## config.mk

```make
export PLATFORM = sky130hd
export DESIGN_NAME = dmem_arbiter
export DESIGN_NICKNAME = d
export VERILOG_FILES = /design/src/rtl/dmem_pkg.sv /design/src/rtl/dmem_cmd_check.sv /design/src/rtl/dmem_arbiter.sv
export SDC_FILE = /design/constraint.sdc
export NUM_CORES = 1
export LEC_CHECK = 0
export BUFFER_PORTS_ARGS = -buffer_cell sky130_fd_sc_hd__buf_2
export CAP_MARGIN = 20
export CORE_ASPECT_RATIO = 1.25
export CORE_MARGIN = 10
export CORE_UTILIZATION = 50
export DETAILED_ROUTE_END_ITERATION = 8
export PLACE_DENSITY = 0.92
export SLEW_MARGIN = 15
export SYNTH_ARGS = -nofsm -noshare
export SYNTH_HDL_FRONTEND = slang
export SYNTH_HIERARCHICAL = 1
export SYNTH_SLANG_ARGS = --single-unit
```

## constraint.sdc

```tcl
create_clock -name CLK -period 4.83 [get_ports CLK]
set_input_delay 0.483 -clock CLK [delete_from_list [all_inputs] [get_ports CLK]]
set_output_delay 0.483 -clock CLK [all_outputs]
set_load 0.005 [all_outputs]
```

## src/rtl/dmem_pkg.sv

```systemverilog
// Shared codes, state encoding and command record for the data-memory arbiter.
// The load and store codes use separate names even where their bit patterns match.
package dmem_pkg;

    localparam logic [3:0] NONE = 4'b0000;
    localparam logic [3:0] LW   = 4'b1000;
    localparam logic [3:0] LH   = 4'b0010;
    localparam logic [3:0] LHU  = 4'b1010;
    localparam logic [3:0] LB   = 4'b0001;
    localparam logic [3:0] LBU  = 4'b1001;
    localparam logic [3:0] SW   = 4'b1000;
    localparam logic [3:0] SH   = 4'b0010;
    localparam logic [3:0] SB   = 4'b0001;

    typedef enum logic {
        IDLE   = 1'b0,
        ACCESS = 1'b1
    } state_e;

    typedef struct packed {
        logic        id;
        logic [3:0]  ren;
        logic [3:0]  wen;
        logic [31:0] addr;
        logic [31:0] wdata;
        logic        err;
    } cmd_t;

    // Returns 0 for an unrecognised code pair; callers treat that case as an error.
    function automatic logic [2:0] access_size(input logic [3:0] ren, input logic [3:0] wen);
        logic [2:0] sz;
        sz = 3'd0;
        case (ren)
            LW:       sz = 3'd4;
            LH, LHU:  sz = 3'd2;
            LB, LBU:  sz = 3'd1;
            default: begin
                case (wen)
                    SW:      sz = 3'd4;
                    SH:      sz = 3'd2;
                    SB:      sz = 3'd1;
                    default: sz = 3'd0;
                endcase
            end
        endcase
        return sz;
    endfunction

endpackage

```

## src/rtl/dmem_cmd_check.sv

```systemverilog
// Combinational legality and range check applied to the arbitrated command.
// The range check uses 33-bit arithmetic so that addresses near 2^32 cannot wrap.
module dmem_cmd_check
    import dmem_pkg::*;
#(
    parameter int MEM_BYTES = 32
) (
    input  logic [3:0]  ren,
    input  logic [3:0]  wen,
    input  logic [31:0] addr,
    output logic        err,
    output logic [2:0]  size
);

    logic        rd_legal;
    logic        wr_legal;
    logic [32:0] end_addr;

    always_comb begin
        size     = access_size(ren, wen);
        rd_legal = (ren == LW) || (ren == LH) || (ren == LHU) || (ren == LB) || (ren == LBU);
        wr_legal = (wen == SW) || (wen == SH) || (wen == SB);
        // end_addr is one past the last byte touched.
        end_addr = {1'b0, addr} + {30'd0, size};
        err = ((ren != NONE) && (wen != NONE))
           || ((ren == NONE) && (wen == NONE))
           || ((ren != NONE) && !rd_legal)
           || ((wen != NONE) && !wr_legal)
           || (end_addr > 33'(MEM_BYTES));
    end

endmodule

```

## src/rtl/dmem_arbiter.sv

```systemverilog
// Two-requester arbiter for the single data-memory port: grant, latch,
// issue to memory for one cycle, and return the registered response.
module dmem_arbiter
    import dmem_pkg::*;
#(
    parameter int MEM_BYTES = 32,
    parameter int PRIO_RR   = 1
) (
    input  logic        CLK,
    input  logic        RST,
    input  logic        m0_req,
    input  logic [3:0]  m0_rEN,
    input  logic [3:0]  m0_wEN,
    input  logic [31:0] m0_addr,
    input  logic [31:0] m0_wdata,
    output logic        m0_gnt,
    output logic        m0_rvalid,
    output logic [31:0] m0_rdata,
    output logic        m0_err,
    input  logic        m1_req,
    input  logic [3:0]  m1_rEN,
    input  logic [3:0]  m1_wEN,
    input  logic [31:0] m1_addr,
    input  logic [31:0] m1_wdata,
    output logic        m1_gnt,
    output logic        m1_rvalid,
    output logic [31:0] m1_rdata,
    output logic        m1_err,
    output logic [3:0]  mem_rEN,
    output logic [3:0]  mem_wEN,
    output logic [31:0] mem_addr,
    output logic [31:0] mem_wdata,
    input  logic [31:0] mem_rdata
);

    state_e      state_q, state_d;
    logic        last_q, last_d;
    cmd_t        cmd_q, cmd_d;
    logic        rsp_valid_q, rsp_valid_d;
    logic        rsp_id_q, rsp_id_d;
    logic        rsp_err_q, rsp_err_d;
    logic [31:0] rsp_data_q, rsp_data_d;

    logic        grant;
    logic        win_id;
    logic [3:0]  sel_ren, sel_wen;
    logic [31:0] sel_addr, sel_wdata;
    logic        chk_err;
    logic [2:0]  chk_size;
    logic        issue;

    always_comb begin
        grant  = m0_req | m1_req;
        win_id = 1'b0;
        if (m0_req && m1_req) begin
            win_id = (PRIO_RR != 0) ? ~last_q : 1'b0;
        end else begin
            win_id = m1_req;
        end
    end

    assign sel_ren   = win_id ? m1_rEN   : m0_rEN;
    assign sel_wen   = win_id ? m1_wEN   : m0_wEN;
    assign sel_addr  = win_id ? m1_addr  : m0_addr;
    assign sel_wdata = win_id ? m1_wdata : m0_wdata;

    dmem_cmd_check #(.MEM_BYTES(MEM_BYTES)) u_check (
        .ren  (sel_ren),
        .wen  (sel_wen),
        .addr (sel_addr),
        .err  (chk_err),
        .size (chk_size)
    );

    always_comb begin
        state_d     = IDLE;
        last_d      = last_q;
        cmd_d       = cmd_q;
        rsp_valid_d = (state_q == ACCESS);
        rsp_id_d    = cmd_q.id;
        rsp_err_d   = (state_q == ACCESS) && cmd_q.err;
        rsp_data_d  = 32'd0;
        if (grant) begin
            state_d = ACCESS;
            last_d  = win_id;
            cmd_d   = '{id: win_id, ren: sel_ren, wen: sel_wen, addr: sel_addr,
                        wdata: sel_wdata, err: chk_err};
        end
        if (issue && (cmd_q.ren != NONE)) begin
            rsp_data_d = mem_rdata;
        end
    end

    always_ff @(posedge CLK or posedge RST) begin
        if (RST) begin
            state_q     <= IDLE;
            last_q      <= 1'b1;
            cmd_q       <= '0;
            rsp_valid_q <= 1'b0;
            rsp_id_q    <= 1'b0;
            rsp_err_q   <= 1'b0;
            rsp_data_q  <= 32'd0;
        end else begin
            state_q     <= state_d;
            last_q      <= last_d;
            cmd_q       <= cmd_d;
            rsp_valid_q <= rsp_valid_d;
            rsp_id_q    <= rsp_id_d;
            rsp_err_q   <= rsp_err_d;
            rsp_data_q  <= rsp_data_d;
        end
    end

    // Errored commands still occupy the ACCESS slot but never enable the memory.
    assign issue     = (state_q == ACCESS) && !cmd_q.err;
    assign mem_rEN   = issue ? cmd_q.ren : NONE;
    assign mem_wEN   = issue ? cmd_q.wen : NONE;
    assign mem_addr  = (state_q == ACCESS) ? cmd_q.addr  : 32'd0;
    assign mem_wdata = (state_q == ACCESS) ? cmd_q.wdata : 32'd0;

    assign m0_gnt    = grant & ~win_id & ~RST;
    assign m1_gnt    = grant &  win_id & ~RST;
    assign m0_rvalid = rsp_valid_q & ~rsp_id_q;
    assign m1_rvalid = rsp_valid_q &  rsp_id_q;
    assign m0_rdata  = m0_rvalid ? rsp_data_q : 32'd0;
    assign m1_rdata  = m1_rvalid ? rsp_data_q : 32'd0;
    assign m0_err    = m0_rvalid & rsp_err_q;
    assign m1_err    = m1_rvalid & rsp_err_q;

endmodule

```

==> impl_metrics.toml, run 1 <==
[setup_path]
reg2reg_from = "last_q$_DFFE_PP1N_"
required_ns = 5.07
path_cells = "a21boi_4, mux2_4, nor2_1, nand3b_1, nor2_1, a21oi_1, o22ai_1, ha_1, inv_1, fa_1, and2b_1, o21ai_0, o31ai_1, nand3_1, a2111oi_2, nand3_1, a2111o_1, mux2_2"
crit_start = "last_q$_DFFE_PP1N_"
crit_family = "compound AO/OA/AOI/OAI gates"
crit_end = "cmd_q[0]$_DFFE_PP0N_"
r2r_end = "cmd_q[0]$_DFFE_PP0N_"
setup.worst_path.end_class = "flip-flop"
cp-start-kind = "flip-flop"
worstRegToRegCells = 18
r2r_slack_ns = 0.47
crit_cells = 18
critPathArrivalTime_ns = 4.61
cp_slowest_cell = "fa_1"
slowest_delay_ns = 0.40
worst-path-buf-inv = 1
crit_type = "reg -> reg"
cp_max_fo = 6

[cts]
numCtsBuffers = 9
clk_latency_ns = 0.36
cts-htree-levels = 3
numClockSinks = 111
cts_root_buf = "clkbuf_16"
clk_path_buf_depth = 2
cts.hold.buffers_added = 0
cts_setup_buffers = 0
cts_tree = "yes"
cts.clk_slew.worst_paths_ns = 0.08
cts-resized-gates = 0

[placement]
placed_area_um2 = 9340
gp_congestion = 0.883
dpl.hpwl_um = 19000
placement.io_buffers = 321
dp.cells = 1280

[global_routing]
use_met3 = 0.0452
grt_first_pass_wirelength_um = 39800
top_usage_layer = "met2"
grt_use_met1 = 0.277
track_usage = 0.227
grt_pass1_vias = 7321
overflow = 0
grt_util_met2 = 0.385
grt_max_degree = 68
antenna_found_initial = 3

[floorplan]
core_area_um2 = 15500
rows = 51
die_area_um2 = 21100
ios = 322
initial_core_util = 0.506
die_w_um = 132
die_h_um = 160

[job]
cap_viol_max_count = 0

[power]
power_density_nw_per_um2 = 262
p_leak_uw = 0.00511
ir_drop_v = 0.000178

[synthesis]
synth-edff-count = 0
async_reset_ff_frac = 1.00
ys.flop_type = "dfrtp_1"
seq_area_frac_synth = 0.354
syn_inst = 801
ys_warn_count = 6
syn_area_um2 = 7840
synth_seq_cells = 111
synth.avg_cell_area_um2 = 9.79
ys_types = 60
syn_nets = 985

[routing]
ant_nets = 0
drc_errors = 0
first_pass_iters = 5
post_drt_wl_per_cell_um = 19.5
dr.first_iter.drc_count = 711
viasPerCell = 5.62
routed_wl_um = 25300
vias = 7297

[min_path]
hold_class = "in -> async"

[sta]
final.setup.tns_ns = 0
min_period_ns = 4.36
slew_headroom = 0.304
holdWs_ns = 0.249
worst_pin_slew_ns = 1.04
finClkSkew_ns = 0.0101
finalCritPeriodShare = 0.904
setup_viol = 0
rsz0062_at_grt = "false"
fmax_ghz = 0.229
slew_viol_final = 0
hold_viol_final = 0

[final_layout]
fin_cells = 1298
drive_gt1_frac = 0.401
final_area_um2 = 9650
syn_to_final_growth_pct = 23.0
fin_nets = 1263

[status]
status = "finished clean"
==> Yosys cell counts (all sizes together), types with 2 or more instances <==
cell	n	area [um2]
nand2b	2	12.5
and2	142	966
or2	3	18.8
o2111ai	3	32.5
nand4	10	68.8
a31oi	34	213
nor3b	4	30.0
and2b	3	22.5
xnor2	2	17.5
nand3	13	65.1
and4	2	17.5
inv	9	33.8
mux2i	74	741
a22oi	42	315
mux2	41	612
xor2	2	17.5
nor2b	2	12.5
o21a	2	15.0
and3	73	458
a21oi	10	50.1
a211oi	3	35.0
o32ai	2	17.5
nor3	5	25.0
ha	3	37.5
nor2	17	63.8
o21ai	86	430
clkbuf	28	105
o31ai	3	22.5
dfrtp	110	2750
nand2	15	56.3
buf	37	359
==> final cells by class <==
cell class / instances / area [um2]
inverters: 9 / 36.3
flip-flops and latches: 111 / 2780
repair buffers: 332 / 1690
fillers: 1297 / 5860
well taps: 212 / 265
clock inverters: 6 / 61.3
diodes: 2 / 5.00
multi-input cells: 616 / 4570
clock buffers: 10 / 239
==> per-layer routing <==
metal,vias up,share of wire
met5,-,0.00028
met4,2,0.029
met3,47,0.065
met2,288,0.50
met1,3492,0.40
li1,3468,-
==> how the worst min path moves through the flow <==
stage,depth (start not counted),end,slack [ns]
after floorplan,0,rsp_id_q$_DFF_PP0_,0.35
after global placement,0,rsp_id_q$_DFF_PP0_,0.36
after detailed placement,0,rsp_id_q$_DFF_PP0_,0.37
after CTS,2,cmd_q[2]$_DFFE_PP0N_,0.29
after global routing,2,cmd_q[2]$_DFFE_PP0N_,0.30
final,2,cmd_q[2]$_DFFE_PP0N_,0.25
==> placed cells by master (no fill, tap or decap), types with 3 or more instances in the layout <==
cell / instances
o31ai_1: 3
and2_4: 31
buf_2: 319
nand3_1: 13
ha_1: 3
o21ai_0: 71
o21ai_1: 15
mux2_4: 40
nor2_1: 17
nor3_1: 5
and2_1: 110
and3_1: 72
dfrtp_1: 109
nand4_1: 9
a21oi_1: 10
a31oi_1: 34
inv_1: 8
a22oi_1: 42
nand2_1: 15
or2_2: 3
mux2i_1: 74
and2b_1: 3
clkbuf_16: 9
buf_4: 13
nor3b_1: 4
==> flip-flops by register name, indices dropped and copies added (netlist names) <==
signal,flops
rsp_valid_d,1
rsp_err_q,1
rsp_valid_q,1
rsp_id_q,1
rsp_id_d,1
last_q,1
rsp_data_q,32
cmd_q,73
==> cell families (layout without fill, tap and decap cells) <==
group                    after synthesis  in the layout  share of synthesized area
AO/OA/AOI/OAI                        197            197                      0.161
XOR/XNOR                               4              4                    0.00447
adder cells (fa/ha/maj)                4              4                    0.00734
buffers and inverters                 74            357                     0.0635
flip-flops                           111            111                      0.354
multiplexers                         115            115                      0.172
other                                  0              2                          0
AND/OR/NAND/NOR                      296            296                      0.237
==> per-stage QoR <==
step / power (uW) / worst slack (ns) / util
2_1_floorplan: 1540 / 0.518 / -
3_3_place_gp: 1760 / 0.290 / 0.603
3_5_place_dp: 1780 / 0.228 / 0.603
4_1_cts: 2540 / 0.464 / 0.622
5_1_grt: 2670 / 0.118 / 0.622
6_report: 2530 / 0.466 / 0.622
==> report_power, final <==
part	switching (uW)	total (uW)	internal (uW)	leakage, uW
clock network	381	758	377	0.000144
logic	364	692	328	0.00359
registers	58.4	1080	1020	0.00137
Power figures use the tool's default switching activity.
==> run 2, diff against run 1 <==
Settings changed: CORE_UTILIZATION 50 to 53, PLACE_DENSITY 0.92 to 0.95.
Clock period 4.83 ns to 5.65 ns, I/O delays scaled along.
==> run 2 against run 1 <==
  * Non-clock buffer count decreased by 3
  * Cell count down 2.9%
  * Global-route usage increased by 1.5 points
  * Largest power group unchanged
  * Sequential power is 15% lower
  * Critical path type is now in -> reg
  * Critical path depth rose by 1
  * Combinational power shrank 14%
  * Sequential cell count unchanged
  * Critical endpoint unchanged
==> impl_metrics.toml, run 2 (synthesized netlist as in run 1, its figures left out) <==
[final_layout]
fill_cells = 1172
fin_nets = 1260
multi_input_comb_area_um2 = 4570
final_cell_mix = "320 x buf_2, 110 x and2_1, 109 x dfrtp_1, 74 x mux2i_1, 72 x and3_1"
largest_register_ffs = 73
fin_util = 0.662
reg_top3 = "cmd_q (73), rsp_data_q (32)"
syn_to_final_growth_pct = 22.1
final_area_um2 = 9580
drive_gt1_frac = 0.400
ff_latch_area_um2 = 2780
final_common_cell = "buf_2"
regMostFlops = "cmd_q"

[power]
pwr-share-clk = 0.302
p_leak_uw = 0.00509
power_density_nw_per_um2 = 226
p_seq_frac = 0.425
power.total_uw = 2160
combPwrFrac = 0.274
power.internal_uw = 1490
ir_drop_v = 0.000180
swShare = 0.310
p_switching_uw = 671

[floorplan]
core_area_um2 = 14500
die_area_um2 = 20100
ios = 322
die_h_um = 156
die_w_um = 129
initial_core_util = 0.542
rows = 49

[status]
status = "finished clean"

[job]
cap_viol_max_count = 0

[min_path]
hold_class = "reg -> reg"
hold_start = "rsp_id_d$_DFFE_PP0N_"
min_to = "rsp_id_q$_DFF_PP0_"
holdPathStages = 0

[sta]
slew_viol_final = 0
finClkSkew_ns = 0.00980
fmax_ghz = 0.219
setup_viol = 0
holdWs_ns = 0.375
min_period_ns = 4.57
rsz0062_at_grt = "false"
final.setup.tns_ns = 0
worst_pin_slew_ns = 1.08
finalCritPeriodShare = 0.809
hold_viol_final = 0
slew_headroom = 0.280

[global_routing]
grt_first_pass_wirelength_um = 39300
antenna_found_initial = 5
grt_max_degree = 93
overflow = 0
grt_pass1_vias = 7329
track_usage = 0.243

[cts]
cts-htree-levels = 3
cts.clk_slew.worst_paths_ns = 0.07
cts-resized-gates = 0
cts.hold.buffers_added = 0
clk_latency_ns = 0.36
cts_root_buf = "clkbuf_16"
cts_tree = "yes"
cts_setup_buffers = 0
numClockSinks = 111
numCtsBuffers = 9
clk_path_buf_depth = 2

[placement]
placement.io_buffers = 321
gp_congestion = 0.917
dpl.hpwl_um = 19400
placed_area_um2 = 9280

[routing]
vias = 7421
ant_nets = 0
post_drt_wl_per_cell_um = 20.5
first_pass_iters = 5
routed_wl_um = 25800
dr.first_iter.drc_count = 553
drc_errors = 0
viasPerCell = 5.89

[setup_path]
worstRegToRegCells = 18
r2r_slack_ns = 1.29
cp_max_fo = 19
crit_type = "in -> reg"
setup.worst_path.end_class = "flip-flop"
cp-start-kind = "input pin"
r2r_end = "cmd_q[0]$_DFFE_PP0N_"
reg2reg_from = "last_q$_DFFE_PP1N_"
slowest_delay_ns = 0.41
required_ns = 5.89
path_cells = "buf_2, a21boi_4, buf_4, mux2_4, nor2_1, nand2_1, nor2_1, o21ai_0, nand2_1, inv_1, fa_1, and2b_1, o21ai_0, o31ai_1, nand3_1, a2111oi_2, nand3_1, a2111o_1, mux2_2"
critPathArrivalTime_ns = 4.81
cp_slowest_cell = "fa_1"
[run 2: area by class of cell]
cell class	count	area share
clock buffer	9	0.0235
antenna	3	0.000784
clock inverter	6	0.00718
sequential	111	0.290
timing repair buffer	329	0.174
multi-input combinational	616	0.477
tap	178	0.0232
inverter	9	0.00379
[run 2: worst max path at each step]
stage	slack, ns	endpoint	startpoint	cells after the start
after floorplan	1.26	cmd_q[0]$_DFFE_PP0N_	m0_req	21
final	1.08	cmd_q[0]$_DFFE_PP0N_	m1_req	19
after global placement	0.81	cmd_q[0]$_DFFE_PP0N_	m1_req	19
after CTS	1.12	cmd_q[0]$_DFFE_PP0N_	m1_req	19
after global routing	0.79	cmd_q[0]$_DFFE_PP0N_	m1_req	19
after detailed placement	0.74	cmd_q[0]$_DFFE_PP0N_	m1_req	19
[run 2: stage by stage]
| stage | setup slack, ns | cells |
|---|---|---|
| 2_1_floorplan | 1.26 | 801 |
| 3_3_place_gp | 0.814 | 1243 |
| 3_5_place_dp | 0.739 | 1243 |
| 4_1_cts | 1.12 | 1258 |
| 5_1_grt | 0.788 | 1261 |
| 6_report | 1.08 | 1261 |
[run 2: routing by layer]
layer,share of wire,global-route usage,vias up
met1,0.39,0.279,3525
met4,0.041,0.121,4
met2,0.49,0.411,350
met3,0.075,0.0585,84
li1,-,-,3458
met5,0.0010,0,-
[run 2: power by group through the flow]
stage	Sequential (uW)	Clock [uW]	Combinational [uW]
2_1_floorplan	910	0	404
3_3_place_gp	930	0	572
3_5_place_dp	933	0	590
4_1_cts	919	665	593
5_1_grt	930	693	652
6_report	919	653	592
[run 2: critical path: cells and delay by family]
| kind | cells | cell delay [ns] |
|---|---|---|
| fa+ha+maj | 1 | 0.41 |
| mux | 2 | 0.62 |
| compound gates | 6 | 1.57 |
| simple gates | 7 | 0.95 |
| buf+inv | 3 | 0.68 |
==> run 3, diff against run 2 <==
Settings changed: CORE_UTILIZATION 53 to 50, PLACE_DENSITY 0.95 to 0.92.
Clock period 5.65 ns to 4.71 ns, I/O delays scaled along.
==> run 3 against run 2 <==
  * Sequential power is 21% higher
  * Clock power is 18% higher
  * Die area is 5.1% higher
  * Sequential cell count stayed put
  * Design area is 0.65% higher
  * Total power is 19% higher
  * Cell count is 3.0% higher
  * Largest power group unchanged
  * Combinational power is 19% higher
  * Critical endpoint unchanged
  * Count of clock-buffer cells in the layout stayed put
  * Via count is 0.62% higher
  * Non-clock buffer count is 2 higher
==> impl_metrics.toml, run 3 (synthesized netlist as in run 1, its figures left out) <==
[status]
status = "finished clean"

[cts]
cts_root_buf = "clkbuf_16"
clk_latency_ns = 0.36
cts_tree = "yes"
cts-htree-levels = 3
cts.clk_slew.worst_paths_ns = 0.09
cts.hold.buffers_added = 0
cts-resized-gates = 0
numCtsBuffers = 9
numClockSinks = 111
clk_path_buf_depth = 2
cts_setup_buffers = 0

[global_routing]
antenna_found_initial = 4
track_usage = 0.231
overflow = 0
grt_first_pass_wirelength_um = 40200
grt_max_degree = 68
grt_pass1_vias = 7333

[setup_path]
required_ns = 4.95
worst-path-buf-inv = 1
cp_slowest_cell = "fa_1"
crit_family = "compound AO/OA/AOI/OAI gates"
cp_max_fo = 6
slowest_delay_ns = 0.40
critPathArrivalTime_ns = 4.65
cp-start-kind = "flip-flop"
path_cells = "a21boi_4, mux2_4, nor2_1, nand3b_1, nor2_1, a21oi_1, o22ai_1, ha_1, inv_1, fa_1, and2b_1, o21ai_0, o31ai_1, nand3_1, a2111oi_2, nand3_1, a2111o_1, mux2_2"
crit_type = "reg -> reg"
setup.worst_path.end_class = "flip-flop"

[floorplan]
rows = 51
die_w_um = 132
core_area_um2 = 15500
die_h_um = 160
initial_core_util = 0.506
ios = 322
die_area_um2 = 21100

[sta]
setup_viol = 0
final.setup.tns_ns = 0
finalCritPeriodShare = 0.936
fmax_ghz = 0.227
setup_slack_ns = 0.302
slew_viol_final = 0
hold_viol_final = 0
slew_headroom = 0.314
rsz0062_at_grt = "false"
min_period_ns = 4.41
finClkSkew_ns = 0.0118
holdWs_ns = 0.197
worst_pin_slew_ns = 1.03

[final_layout]
reg_top3 = "cmd_q (73), rsp_data_q (32)"
fin_nets = 1262
largest_register_ffs = 73
drive_gt1_frac = 0.401
syn_to_final_growth_pct = 22.9
fill_cells = 1275
final_common_cell = "buf_2"
regMostFlops = "cmd_q"
final_cell_mix = "319 x buf_2, 110 x and2_1, 109 x dfrtp_1, 74 x mux2i_1, 72 x and3_1"
final_area_um2 = 9640

[routing]
vias = 7467
ant_nets = 0
dr.first_iter.drc_count = 595
routed_wl_um = 25500
post_drt_wl_per_cell_um = 19.6
drc_errors = 0
first_pass_iters = 7
viasPerCell = 5.75

[placement]
dpl_worst_slack_ns = 0.128
placed_area_um2 = 9340
dpl.hpwl_um = 19100
gp_congestion = 0.933
placement.io_buffers = 321

[min_path]
hold_class = "in -> async"

[power]
power_density_nw_per_um2 = 268
ir_drop_v = 0.000162
p_leak_uw = 0.00510
power.total_uw = 2590

[job]
cap_viol_max_count = 0
run 3: metal layers:
layer,vias up,track usage,part of all wire
met5,-,0,0
met3,49,0.0540,0.076
li1,3470,-,-
met1,3606,0.280,0.39
met2,342,0.380,0.50
met4,0,0.105,0.031
run 3: power by group:
part / internal, uW / leakage [uW] / switching, uW
clock: 377 / 0.000145 / 395
sequential: 1040 / 0.00137 / 68.2
combinational: 335 / 0.00359 / 368
total: 1750 / 0.00510 / 831
run 3: stage by stage:
step / util / instances
5_1_grt: 0.622 / 1299
2_1_floorplan: - / 801
6_report: 0.622 / 1299
3_3_place_gp: 0.602 / 1279
4_1_cts: 0.621 / 1295
3_5_place_dp: 0.602 / 1279
run 3: area by class of cell:
class	count	area, um2	share of cell area
Inverter	9	36.3	0.00376
Timing Repair Buffer	331	1690	0.175
Clock buffer	9	225	0.0234
Multi-Input combinational cell	616	4570	0.474
Antenna cell	4	10.0	0.00104
Tap cell	212	265	0.0275
Clock inverter	7	71.3	0.00740
Sequential cell	111	2780	0.288
run 3: final timing paths:
kind / slack (ns) / from / endpoint / cells after the start
min in group CLK: 0.32 / mem_rdata[14] / rsp_data_q[14]$_DFF_PP0_ / 2
worst min register to register: 0.39 / rsp_id_d$_DFFE_PP0N_ / rsp_id_q$_DFF_PP0_ / 0
worst max-delay path: 0.30 / last_q$_DFFE_PP1N_ / cmd_q[0]$_DFFE_PP0N_ / 18
worst max register to register: 0.30 / last_q$_DFFE_PP1N_ / cmd_q[0]$_DFFE_PP0N_ / 18
worst min-delay path: 0.20 / RST / cmd_q[2]$_DFFE_PP0N_ / 2
max in group asynchronous: 3.19 / RST / rsp_valid_d$_DFF_PP0_ / 3
